===== src/rtl/flog_pkg.sv =====
`default_nettype none
// ============================================================================
// flog_pkg : bfloat16 logarithm shared types, widths and special constants
// Revision : 1.0
// ============================================================================
package flog_pkg;

   localparam int S_WIDTH   = 1;
   localparam int EXP_WIDTH = 8;
   localparam int MAN_WIDTH = 7;
   localparam int DATA_W    = S_WIDTH + EXP_WIDTH + MAN_WIDTH;

   localparam logic [DATA_W-1:0] PLUS_INF  = 16'h7F80;
   localparam logic [DATA_W-1:0] MINUS_INF = 16'hFF80;
   localparam logic [DATA_W-1:0] PLUS_ZERO = 16'h0000;
   localparam logic [DATA_W-1:0] QNAN      = 16'h7FC0;
   localparam logic [DATA_W-1:0] ONE       = 16'h3F80;

   typedef enum logic [1:0] {
      IDLE  = 2'd0,
      ISSUE = 2'd1,
      WAIT  = 2'd2,
      RESP  = 2'd3
   } flog_sched_state_t;

endpackage
`default_nettype wire


===== src/rtl/flog_special_detect.sv =====
`default_nettype none
// ============================================================================
// flog_special_detect : classifies a bfloat16 operand and gives log() of IEEE specials
// Revision : 1.0
// ============================================================================
module flog_special_detect
   import flog_pkg::*;
(
   input  logic [DATA_W-1:0] op_i,
   output logic              is_special_o,
   output logic [DATA_W-1:0] result_o
);

   logic                 sign;
   logic [EXP_WIDTH-1:0] expo;
   logic [MAN_WIDTH-1:0] man;

   assign {sign, expo, man} = op_i;

   // Priority order matters: NaN beats sign, sign beats zero/denormal.
   always_comb begin
      is_special_o = 1'b1;
      result_o     = QNAN;
      if (expo == '1 && man != '0) begin
         result_o = QNAN;
      end else if (sign && op_i[DATA_W-2:0] != '0) begin
         result_o = QNAN;
      end else if (expo == '0) begin
         result_o = MINUS_INF;
      end else if (op_i == PLUS_INF) begin
         result_o = PLUS_INF;
      end else if (op_i == ONE) begin
         result_o = PLUS_ZERO;
      end else begin
         is_special_o = 1'b0;
         result_o     = PLUS_ZERO;
      end
   end

endmodule
`default_nettype wire


===== src/rtl/flog_scheduler.sv =====
`default_nettype none
// ============================================================================
// flog_scheduler : round-robin sequencer sharing one multi-cycle bfloat16 log core
// Revision : 1.0
// ============================================================================
module flog_scheduler
   import flog_pkg::*;
#(
   parameter int NUM_REQ = 4,
   parameter int TIMEOUT = 64
)(
   input  logic                           clk_i,
   input  logic                           rst_ni,
   input  logic [NUM_REQ-1:0]             req_valid_i,
   input  logic [NUM_REQ-1:0][DATA_W-1:0] req_op_i,
   output logic [NUM_REQ-1:0]             req_ready_o,
   output logic [NUM_REQ-1:0]             resp_valid_o,
   input  logic [NUM_REQ-1:0]             resp_ready_i,
   output logic [DATA_W-1:0]              resp_result_o,
   output logic                           resp_err_o,
   output logic                           core_start_o,
   output logic [DATA_W-1:0]              core_op_o,
   input  logic                           core_done_i,
   input  logic [DATA_W-1:0]              core_result_i
);

   localparam int                PTR_W     = (NUM_REQ > 1) ? $clog2(NUM_REQ) : 1;
   localparam int                WD_W      = $clog2(TIMEOUT) + 1;
   localparam logic [WD_W-1:0]   WD_LAST   = WD_W'(TIMEOUT - 1);
   localparam logic [PTR_W-1:0]  LAST_IDX  = PTR_W'(NUM_REQ - 1);
   localparam logic [PTR_W:0]    NUM_REQ_W = (PTR_W + 1)'(NUM_REQ);

   flog_sched_state_t  state_q,  state_d;
   logic [PTR_W-1:0]   rr_ptr_q, rr_ptr_d;
   logic [PTR_W-1:0]   grant_q,  grant_d;
   logic [DATA_W-1:0]  op_q,     op_d;
   logic [DATA_W-1:0]  result_q, result_d;
   logic               err_q,    err_d;
   logic [WD_W-1:0]    wdog_q,   wdog_d;

   logic               any_valid;
   logic [PTR_W-1:0]   pick;
   logic [PTR_W:0]     idx_sum;
   logic               spec_hit;
   logic [DATA_W-1:0]  spec_res;

   // Scan downward so the lowest offset from rr_ptr is the last (winning) assignment.
   always_comb begin
      any_valid = 1'b0;
      pick      = rr_ptr_q;
      idx_sum   = '0;
      for (int i = NUM_REQ - 1; i >= 0; i--) begin
         idx_sum = {1'b0, rr_ptr_q} + (PTR_W + 1)'(i);
         if (idx_sum >= NUM_REQ_W) begin
            idx_sum = idx_sum - NUM_REQ_W;
         end
         if (req_valid_i[idx_sum[PTR_W-1:0]]) begin
            any_valid = 1'b1;
            pick      = idx_sum[PTR_W-1:0];
         end
      end
   end

   flog_special_detect u_special (
      .op_i         (req_op_i[pick]),
      .is_special_o (spec_hit),
      .result_o     (spec_res)
   );

   always_comb begin
      state_d     = state_q;
      rr_ptr_d    = rr_ptr_q;
      grant_d     = grant_q;
      op_d        = op_q;
      result_d    = result_q;
      err_d       = err_q;
      wdog_d      = wdog_q;
      req_ready_o = '0;
      unique case (state_q)
         IDLE: begin
            if (any_valid) begin
               req_ready_o[pick] = 1'b1;
               grant_d           = pick;
               op_d              = req_op_i[pick];
               if (spec_hit) begin
                  result_d = spec_res;
                  err_d    = 1'b0;
                  state_d  = RESP;
               end else begin
                  state_d  = ISSUE;
               end
            end
         end
         ISSUE: begin
            wdog_d  = '0;
            state_d = WAIT;
         end
         WAIT: begin
            wdog_d = wdog_q + 1'b1;
            // A done arriving on the timeout cycle takes precedence.
            if (core_done_i) begin
               result_d = core_result_i;
               err_d    = 1'b0;
               state_d  = RESP;
            end else if (wdog_d == WD_LAST) begin
               result_d = QNAN;
               err_d    = 1'b1;
               state_d  = RESP;
            end
         end
         RESP: begin
            if (resp_ready_i[grant_q]) begin
               rr_ptr_d = (grant_q == LAST_IDX) ? '0 : grant_q + 1'b1;
               state_d  = IDLE;
            end
         end
         default: state_d = IDLE;
      endcase
   end

   always_ff @(posedge clk_i or negedge rst_ni) begin
      if (!rst_ni) begin
         state_q  <= IDLE;
         rr_ptr_q <= '0;
         grant_q  <= '0;
         op_q     <= '0;
         result_q <= '0;
         err_q    <= 1'b0;
         wdog_q   <= '0;
      end else begin
         state_q  <= state_d;
         rr_ptr_q <= rr_ptr_d;
         grant_q  <= grant_d;
         op_q     <= op_d;
         result_q <= result_d;
         err_q    <= err_d;
         wdog_q   <= wdog_d;
      end
   end

   always_comb begin
      resp_valid_o = '0;
      if (state_q == RESP) begin
         resp_valid_o[grant_q] = 1'b1;
      end
   end

   assign core_start_o  = (state_q == ISSUE);
   assign core_op_o     = op_q;
   assign resp_result_o = result_q;
   assign resp_err_o    = err_q;

endmodule
`default_nettype wire


===== config.mk =====
export PLATFORM = sky130hd
export DESIGN_NAME = flog_scheduler
export DESIGN_NICKNAME = d
export VERILOG_FILES = /design/src/rtl/flog_pkg.sv /design/src/rtl/flog_special_detect.sv /design/src/rtl/flog_scheduler.sv
export SDC_FILE = /design/constraint.sdc
export NUM_CORES = 1
export LEC_CHECK = 0
export CAP_MARGIN = 20
export CORE_MARGIN = 2
export CORE_UTILIZATION = 40
export DETAILED_ROUTE_END_ITERATION = 8
export HOLD_SLACK_MARGIN = 0.06
export PLACE_DENSITY_LB_ADDON = 0.25
export SETUP_SLACK_MARGIN = 0.5
export SKIP_LAST_GASP = 1
export SLEW_MARGIN = 20
export SYNTH_ARGS = -nofsm -noshare
export SYNTH_HDL_FRONTEND = slang
export SYNTH_HIERARCHICAL = 1
export SYNTH_SLANG_ARGS = --single-unit

===== constraint.sdc =====
create_clock -name clk_i -period 3.55 [get_ports clk_i]
set_clock_uncertainty 0.15 [all_clocks]
set_input_delay 0.71 -clock clk_i [delete_from_list [all_inputs] [get_ports clk_i]]
set_output_delay 0.71 -clock clk_i [all_outputs]
set_load 0.005 [all_outputs]

==> results.yml, run 1 <==
floorplanning:
  initial_utilization_pct: 40.78
  floorplan.die_area_sq_mm: 0.01007
  fp.dieW_um: 100.4
  core_footprint_sq_mm: 0.009109
  floorplan.die.height_um: 100.4
  io-pin-count: 133
  rows: 35
setup_path:
  timing.reg2reg.worst_path_depth: 17
  launching_point_of_the_worst_reg2reg_path: "rr_ptr_q[1]$_DFFE_PN0P_"
  worstSetupPathType: "input port to flip-flop"
  critPathCaptureType: "flip-flop"
  timing.critical_path.from_type: "input port"
  worst_ep_required_time_ns: 3.60
  setup.worst_path.end: "resp_result_o[0]$_DFFE_PN0P_"
  reg2reg_setup_slack_ns: -0.11
  worstSetupStartpoint: "req_valid_i[1]"
  critPathArrivalTime_ns: 3.80
  worst_r2r_endpoint: "resp_result_o[0]$_DFFE_PN0P_"
  critical_path_maximum_fanout: 7
cells_and_area:
  syn2layout_area_growth_pct: 58.57
  antenna-diode-count: 0
  design_area_sq_mm: 0.005891
  layout_cells_excl_fill: 673
  post_route_cells_drive_above_1_share_pct: 23.49
  design.final.nets: 662
power:
  power.internal_uw: 2737
  power.share.combinational_pct: 70.3
  total_power_uw: 4495
  switching_share_pct: 39.10
  worst_supply_voltage_drop_on_vdd_mv: 0.3050
  powerDensity_mw_per_mm2: 763.0
  clock_power_share_pct: 9.2
  seq_power_share_pct: 20.5
  net-switching-power_uw: 1757
  power.leakage_uw: 0.002565
sta:
  maxSlewViolCount: 0
  fin_worst_hold_slack_ns: 0.2388
  final.setup.worst_slack_ns: -0.1994
  maxSlewHeadroom_pct: 53.56
  clock.fmax_mhz: 266.7
  finalSetupViolCount: 16
  timing.final.hold_violations: 0
  fin_crit_share_pct: 105.6
  timing.final.crit_period_ns: 3.749
  grt_setup_unrepaired: "true"
  worst_pin_slew_ns: 0.6914
clock_tree:
  number_of_clock_sinks: 46
  numCtsBuffers: 5
  cts_hold_buffers: 0
  root_buffer: "clkbuf_8"
  worst_setup_hold_path_clk_slew_ns: 0.10
  tritoncts: "done"
  cts_max_level: 2
  worst_skew_pair.late_latency_ns: 0.31
  clockBufferDepth: 2
drt:
  vias: 3815
  iteration_count_of_the_initial_detailed_routing_pass: 5
  routedWlPerCell_um: 18.10
  antenna_left: 0
  detail_route.drc_violations: 0
  detail_route.iter0.violations: 221
  wirelength_mm: 12.18
  via_per_inst: 5.669
yosys:
  synthCells: 391
  share_of_cell_area_taken_by_muxes_after_synthesis_pct: 24.01
  synth_edf_count: 0
  synth_simple_gate_area_share_pct: 13.84
  yosys_most_used_dff: "dfrtp_1"
  ys.warnings.count: 6
  netlist_top_cells_count: "mux2i_1, dfrtp_1, a21oi_1, o21ai_0"
  synth_adder_area_share_pct: 3.368
  count_of_state_elements_after_synthesis: 46
  synth_top_area_share_pct: 30.99
  post-synth-top-area-cell: "dfrtp_1"
  syn-cell-area_sq_mm: 0.003715
  netlist-cell-type-count: 52
  async_reset_ff_share_pct: 100.0
  synth.yosys.seq_area_share_pct: 30.99
  synth_area_leaders: "dfrtp_1, mux2i_1, a221o_1"
  avgSynthCellArea_sq_um: 9.501
  post_synth_xor_area_fraction_pct: 0.2358
  synth.most_common_cell: "mux2i_1"
  synth_compound_gate_area_share_pct: 19.67
  main_combinational_cell_family_by_area_after_synthesis: "multiplexers"
placement:
  placement.setup.worst_slack_ns: -0.8481
  place_congestion: 0.8963
  dpl.hpwl_mm: 8.440
  buffer_ports.inserted: 132
  post_dp_cell_area_sq_mm: 0.005390
  numPlacedInstances: 643
grt:
  number_of_antenna_violations_at_the_first_check_in_global_routing: 0
  grt.overflow.total: 0
  globalRouteMet3Util_pct: 4.109
  grt_most_used_layer: "met2"
  global_route.usage.met1_pct: 30.29
  first_global_vias: 3914
  grt.total_usage_pct: 23.63
  wire_length_of_the_first_global_routing_pass_mm: 18.95
  grt.met2_usage_pct: 39.96
  pin_count_of_the_biggest_net_entering_global_routing: 47
run_status:
  violations: "setup timing"
  run_status: "finished with violations"
run:
  maxCapViolations: 0
worst_hold_path:
  hold_class: "input port to async pin"
## cell usage in the layout, fill, tap and decap left out, types with 9 or more instances in the layout
master and instances:
dfrtp_1 45, ha_1 10, nand3_1 21, buf_4 48, a221o_1 16, clkdlybuf4s50_1 124
a21oi_1 23, inv_1 22, o21ai_0 26, nand2_1 14, mux2i_1 52, mux2_2 9
buf_6 9, o22ai_1 10
## sequential cells by signal (all words and copies together) (netlist names)
name	flops
wdog_q	7
rr_ptr_q	2
resp_err_o	1
resp_result_o	16
grant_q	2
core_op_o	16
state_q	2
## power by group through the flow
stage	clock network [uW]	registers [uW]	logic (uW)
after floorplan	0	909	1650
after global placement	0	919	2630
after detailed placement	0	928	2690
after CTS	424	920	3030
after global routing	443	952	3390
final	415	920	3160
## area by class of cell
type	instances	area (sq um)
fill	742	3218
multi-input combinational	291	2479
timing repair buffer	195	1928
sequential	46	1152
tap	111	138.9
inverter	22	82.58
clock buffer	6	72.57
clock inverter	2	37.54
## critical path: stages
cell	delay, ns
buf_2	0.11
or2_4	0.25
a21oi_4	0.18
nor3_4	0.07
buf_12	0.13
buf_8	0.12
buf_16	0.14
buf_4	0.13
mux2i_1	0.11
mux2i_2	0.29
nand4_1	0.20
o31ai_2	0.28
buf_4	0.17
a31oi_4	0.09
a311oi_4	0.28
nor2_4	0.08
buf_12	0.15
mux2_4	0.30
## stage by stage
| step | TNS [ns] | util, % |
|---|---|---|
| after floorplan | -0.7097 | - |
| after global placement | -11.58 | 59.18 |
| after detailed placement | -13.82 | 59.18 |
| after CTS | -2.712 | 63.21 |
| after global routing | -3.949 | 64.67 |
| final | -2.765 | 64.67 |
## per-layer routing
metal / up-vias / share of wire, %
met5: - / 0
met4: 0 / 1.8
met3: 20 / 6.3
met2: 146 / 50
met1: 1864 / 42
li1: 1785 / -
## logic make-up after synthesis
logic type | count (synthesis)
flops | 46
other cells | 1
mux | 84
simple gates | 84
fa+ha+maj | 10
compound gates | 106
xor+xnor | 1
buf+inv | 59
## worst min path at each step
stage	startpoint	endpoint	slack (ns)
after CTS	resp_err_o$_DFFE_PN0P_	resp_err_o$_DFFE_PN0P_	0.37
final	rst_ni	core_op_o[5]$_DFFE_PN0P_	0.24
after global placement	resp_result_o[5]$_DFFE_PN0P_	resp_result_o[5]$_DFFE_PN0P_	0.33
after global routing	rst_ni	core_op_o[5]$_DFFE_PN0P_	0.30
after floorplan	rst_ni	core_op_o[0]$_DFFE_PN0P_	0.26
after detailed placement	resp_err_o$_DFFE_PN0P_	resp_err_o$_DFFE_PN0P_	0.34
## repair_timing
action                     CTS  global route
setup endpoints to repair   32            22
resized for setup           42            28
buffers inserted            12             8
pin swaps                   18            15
cloned                       1             0
Note: power is estimated with default switching activity, not from simulation.
==> run 2: changes to the inputs <==
--- a/constraint.sdc
+++ b/constraint.sdc
@@ -3,3 +3,3 @@
 set_input_delay 0.71 -clock clk_i [delete_from_list [all_inputs] [get_ports clk_i]]
 set_output_delay 0.71 -clock clk_i [all_outputs]
-set_load 0.005 [all_outputs]
+set_load 0.1 [all_outputs]
==> run 2 against run 1 <==
  * The run still ends with setup timing left
  * Cell area rose by 0.36%
  * Die area did not move
  * Cell count rose by 0.89%
  * Fmax rose by 1.9%
  * Non-clock buffer count rose by 6
  * Sequential share of layout area fell by 0.070 points
  * Critical endpoint is now resp_result_o[1]$_DFFE_PN0P_
  * Largest power group unchanged
==> results.yml, run 2 (same netlist as run 1, synthesis figures left out) <==
run_status:
  run_status: "finished with violations"
  violations: "setup timing"
clock_tree:
  worst_skew_pair.late_latency_ns: 0.31
  number_of_clock_sinks: 46
  clockBufferDepth: 2
  worst_setup_hold_path_clk_slew_ns: 0.10
  numCtsBuffers: 5
  root_buffer: "clkbuf_8"
  tritoncts: "done"
  cts_max_level: 2
setup_path:
  cpLargestDelayFamily: "compound AO/OA/AOI/OAI gates"
  path_cells: "buf_8, or2_4, a21oi_4, nor3_4, buf_12, buf_6, buf_8, buf_6, mux2i_1, mux2i_2, nand4_1, o31ai_4, a31oi_4, a311oi_4, nor2_4, buf_6, mux2_4"
  path_common_cell: "buf_6"
  worstSetupPathType: "input port to flip-flop"
  cpPeakStageDelay_ns: 0.38
  launching_point_of_the_worst_reg2reg_path: "rr_ptr_q[1]$_DFFE_PN0P_"
  timing.critical_path.from_type: "input port"
  worstPathBufferInverterCount: 6
  critical_path_maximum_fanout: 6
  worstSetupStartpoint: "req_valid_i[3]"
  worst_ep_required_time_ns: 3.60
  cpMaxStageDelayCell: "o31ai_4"
  critPathArrivalTime_ns: 3.73
  critPathCaptureType: "flip-flop"
placement:
  placement.setup.worst_slack_ns: -0.7686
  post_dp_cell_area_sq_mm: 0.005414
  buffer_ports.inserted: 132
  place_congestion: 0.9249
  numPlacedInstances: 644
  dpl.hpwl_mm: 8.338
sta:
  timing.final.hold_violations: 0
  clock.fmax_mhz: 271.9
  grt_setup_unrepaired: "true"
  finalSetupViolCount: 18
  maxSlewHeadroom_pct: 35.20
  fin_crit_share_pct: 103.6
  fin_worst_hold_slack_ns: 0.2474
  final.setup.worst_slack_ns: -0.1281
  worst_pin_slew_ns: 0.9690
  maxSlewViolCount: 0
  timing.final.crit_period_ns: 3.678
grt:
  pin_count_of_the_biggest_net_entering_global_routing: 47
  grt.overflow.total: 0
  first_global_vias: 3857
  grt.total_usage_pct: 23.64
  wire_length_of_the_first_global_routing_pass_mm: 18.98
  number_of_antenna_violations_at_the_first_check_in_global_routing: 0
cells_and_area:
  design_area_sq_mm: 0.005912
  mostFrequentLayoutCells: "clkdlybuf4s50_1, buf_4, mux2i_1"
  antenna-diode-count: 0
  mostFrequentLayoutCell: "clkdlybuf4s50_1"
  post_route_cells_drive_above_1_share_pct: 30.99
  design.final.nets: 668
  sequential_standard_cell_area_sq_mm: 0.001152
  fillCellCount: 704
  multi_input_gate_area_in_the_final_layout_sq_mm: 0.002500
  layout_cells_excl_fill: 679
  syn2layout_area_growth_pct: 59.14
drt:
  iteration_count_of_the_initial_detailed_routing_pass: 5
  detail_route.drc_violations: 0
  antenna_left: 0
  wirelength_mm: 11.77
  routedWlPerCell_um: 17.33
  vias: 3824
  detail_route.iter0.violations: 175
  via_per_inst: 5.632
worst_hold_path:
  hold_class: "input port to async pin"
run:
  maxCapViolations: 0
floorplanning:
  rows: 35
  core_footprint_sq_mm: 0.009109
  initial_utilization_pct: 40.78
  io-pin-count: 133
  floorplan.die.height_um: 100.4
  floorplan.die_area_sq_mm: 0.01007
  fp.dieW_um: 100.4
power:
  worst_supply_voltage_drop_on_vdd_mv: 0.5316
  power.leakage_uw: 0.002640
  powerDensity_mw_per_mm2: 999.8
  total_power_uw: 5911
-- run 2: cell type report --
type                       count  share of cell area (%)
inverter                      22                   1.397
multi-input combinational    291                   42.29
tap                          111                   2.349
sequential                    46                   19.49
clock inverter                 2                  0.2328
clock buffer                   6                   1.228
timing repair buffer         201                   33.02
-- run 2: power breakdown --
| part | switching, uW | leakage, uW | total (uW) | internal, uW |
|---|---|---|---|---|
| Sequential | 168 | 0.000568 | 925 | 757 |
| Clock | 191 | 0.0000452 | 330 | 139 |
| Combinational | 2880 | 0.00203 | 4660 | 1770 |
-- run 2: worst paths after layout --
path	to	slack (ns)	cells after the start
max	resp_result_o[1]$_DFFE_PN0P_	-0.13	17
min	core_op_o[5]$_DFFE_PN0P_	0.25	1
max reg2reg	resp_result_o[1]$_DFFE_PN0P_	-0.05	16
min reg2reg	resp_err_o$_DFFE_PN0P_	0.37	2
max in group asynchronous	rr_ptr_q[1]$_DFFE_PN0P_	2.51	1
min in group clk_i	resp_err_o$_DFFE_PN0P_	0.37	2
-- run 2: what timing repair did --
action                                  4_1_cts  5_1_grt
pin swaps                                    14       14
endpoints found under the setup margin       35       22
hold buffers                                  0        0
gates resized for setup                      49       18
buffers inserted                             19        8
-- run 2: routing by layer --
layer  track usage [%]  share of wire, %
met5                 0                 0
met4             7.376               1.6
met3             4.248               6.3
met2             38.93                49
met1             31.64                43
-- run 2: metrics by stage --
stage,utilization [%],setup TNS (ns)
after floorplan,-,-0.7202
after global placement,59.41,-11.40
after detailed placement,59.44,-12.32
after CTS,63.38,-2.483
after global routing,64.90,-3.190
final,64.90,-1.796
==> run 3: changes to the inputs <==
ABC_AREA = 1   (was default)
clock period = 3.8 ns   (was 3.55 ns; I/O delays follow)
==> run 3 against run 2 <==
  * The run now ends clean
  * Utilization increased by 2.3 points
  * Sequential cell count unchanged
  * Routed wire length fell by 2.8%
==> results.yml, run 3 <==
placement:
  numPlacedInstances: 796
  place_congestion: 0.8498
  dpl.hpwl_mm: 7.674
  buffer_ports.inserted: 132
  placement.setup.worst_slack_ns: -0.1586
yosys:
  netlist-cell-type-count: 29
  avgSynthCellArea_sq_um: 6.419
  yosys_most_used_dff: "dfrtp_1"
  synth_area_leaders: "dfrtp_1, nand2_1, nand3_1"
  netlist_top_cells_count: "nand2_1, inv_1, nand3_1, dfrtp_1, o21ai_0"
  synth.yosys.seq_area_share_pct: 32.02
  synthCells: 560
  synth.most_common_cell: "nand2_1"
  synth_top_area_share_pct: 32.02
  synth_edf_count: 0
  async_reset_ff_share_pct: 100.0
  ys.warnings.count: 6
  post-synth-top-area-cell: "dfrtp_1"
  syn-cell-area_sq_mm: 0.003595
  count_of_state_elements_after_synthesis: 46
clock_tree:
  root_buffer: "clkbuf_8"
  worst_setup_hold_path_clk_slew_ns: 0.09
  clockBufferDepth: 2
  tritoncts: "done"
  worst_skew_pair.late_latency_ns: 0.29
  cts_max_level: 2
  number_of_clock_sinks: 46
  numCtsBuffers: 5
floorplanning:
  fp.dieW_um: 98.80
  core_footprint_sq_mm: 0.008721
  rows: 34
  floorplan.die.height_um: 98.80
  initial_utilization_pct: 41.22
  floorplan.die_area_sq_mm: 0.009761
  io-pin-count: 133
drt:
  detail_route.drc_violations: 0
  vias: 4092
  antenna_left: 0
  routed.top_layer: "met4"
  wirelength_mm: 11.44
  wl_met3_um: 486
  m1WireLength_mm: 4.858
  detail_route.iter0.violations: 146
  routedWlPerCell_um: 13.71
  met2_wirelength_mm: 5.814
  iteration_count_of_the_initial_detailed_routing_pass: 5
  via_per_inst: 4.906
setup_path:
  worst_ep_required_time_ns: 3.84
  timing.critical_path.from_type: "input port"
  cpPeakStageDelay_ns: 0.22
  timing.reg2reg.worst_path_depth: 28
  critPathArrivalTime_ns: 3.33
  critPathCaptureType: "flip-flop"
  critical_path_maximum_fanout: 8
  path_common_cell: "nand2_2"
  cpMaxStageDelayCell: "clkbuf_16"
  worstSetupPathType: "input port to flip-flop"
grt:
  number_of_antenna_violations_at_the_first_check_in_global_routing: 0
  grt.total_usage_pct: 21.42
  grt.overflow.total: 0
  pin_count_of_the_biggest_net_entering_global_routing: 47
  first_global_vias: 3913
  wire_length_of_the_first_global_routing_pass_mm: 17.47
cells_and_area:
  antenna-diode-count: 0
  layout_cells_excl_fill: 834
  mostFrequentLayoutCell: "nand2_1"
  mostFrequentLayoutCells: "nand2_1, clkdlybuf4s50_1, inv_1"
  post_route_cells_drive_above_1_share_pct: 24.79
  design.final.nets: 826
  fillCellCount: 709
  syn2layout_area_growth_pct: 63.14
run_status:
  run_status: "finished clean"
run:
  maxCapViolations: 0
sta:
  grt_setup_unrepaired: "true"
  timing.final.crit_period_ns: 3.295
  final.setup.tns_ns: 0
  clock.fmax_mhz: 303.5
  finalSetupViolCount: 0
  maxSlewHeadroom_pct: 32.96
  worst_pin_slew_ns: 1.002
  timing.final.hold_violations: 0
  maxSlewViolCount: 0
  fin_crit_share_pct: 86.70
  final.setup.worst_slack_ns: 0.5053
worst_hold_path:
  hold_class: "input port to async pin"
==> run 3: layer usage <==
metal | up-vias | track usage, %
met3 | 26 | 2.908
li1 | 2054 | -
met5 | - | 0
met2 | 127 | 38.46
met1 | 1885 | 27.19
met4 | 0 | 5.163
==> run 3: what timing repair did <==
item,in CTS,in global routing
hold buffers,0,0
setup endpoints to repair,22,22
pin swaps,11,36
resized for setup,31,89
buffers inserted,7,14
gates cloned,1,8
==> run 3: area by class of cell <==
class	instances	area (sq um)	share of cell area, %
clock inverters	2	60.06	1.024
repair buffers	187	1919	32.73
well taps	108	135.1	2.304
clock buffers	6	82.58	1.408
flip-flops and latches	46	1154	19.67
multi-input cells	401	2186	37.27
inverters	84	327.8	5.590
==> run 3: final timing paths <==
kind	startpoint	to	slack (ns)
max	req_valid_i[3]	resp_result_o[8]$_DFFE_PN0P_	0.51
min	rst_ni	wdog_q[5]$_DFFE_PN0P_	0.31
max reg2reg	rr_ptr_q[0]$_DFFE_PN0P_	resp_result_o[8]$_DFFE_PN0P_	0.51
min reg2reg	core_op_o[11]$_DFFE_PN0P_	core_op_o[11]$_DFFE_PN0P_	0.34
max in group asynchronous	rst_ni	rr_ptr_q[1]$_DFFE_PN0P_	2.77
min in group clk_i	core_op_o[11]$_DFFE_PN0P_	core_op_o[11]$_DFFE_PN0P_	0.34
==> run 3: critical path: cells and delay by family <==
family | cells | cell delay (ns)
simple gates | 21 | 1.82
buf+inv | 7 | 0.72
compound gates | 1 | 0.06
==> run 3: cells by family after synthesis <==
kind of cell / Yosys count / share of synthesized area (%)
and+or+nand+nor: 329 / 39.82
buffers and inverters: 120 / 15.84
AOI/OAI and AO/OA: 49 / 7.518
DFF: 46 / 32.02
adders and majority gates: 10 / 3.481
xor gates and xnor gates: 5 / 1.218
other: 1 / 0.1043
==> run 3: metrics by stage <==
stage / cell area, sq um / hold slack [ns] / util (%)
global route: 5864 / 0.3502 / 67.25
CTS: 5395 / 0.3447 / 61.87
floorplan: 3641 / 0.3144 / -
detailed placement: 5086 / 0.3141 / 58.32
finish: 5864 / 0.3134 / 67.25
global placement: 5086 / 0.3175 / 58.32
Power of run 3 is left out: the tool's default activity adds up to more than one toggle a clock period on the data nets, which glitch-free logic cannot reach.
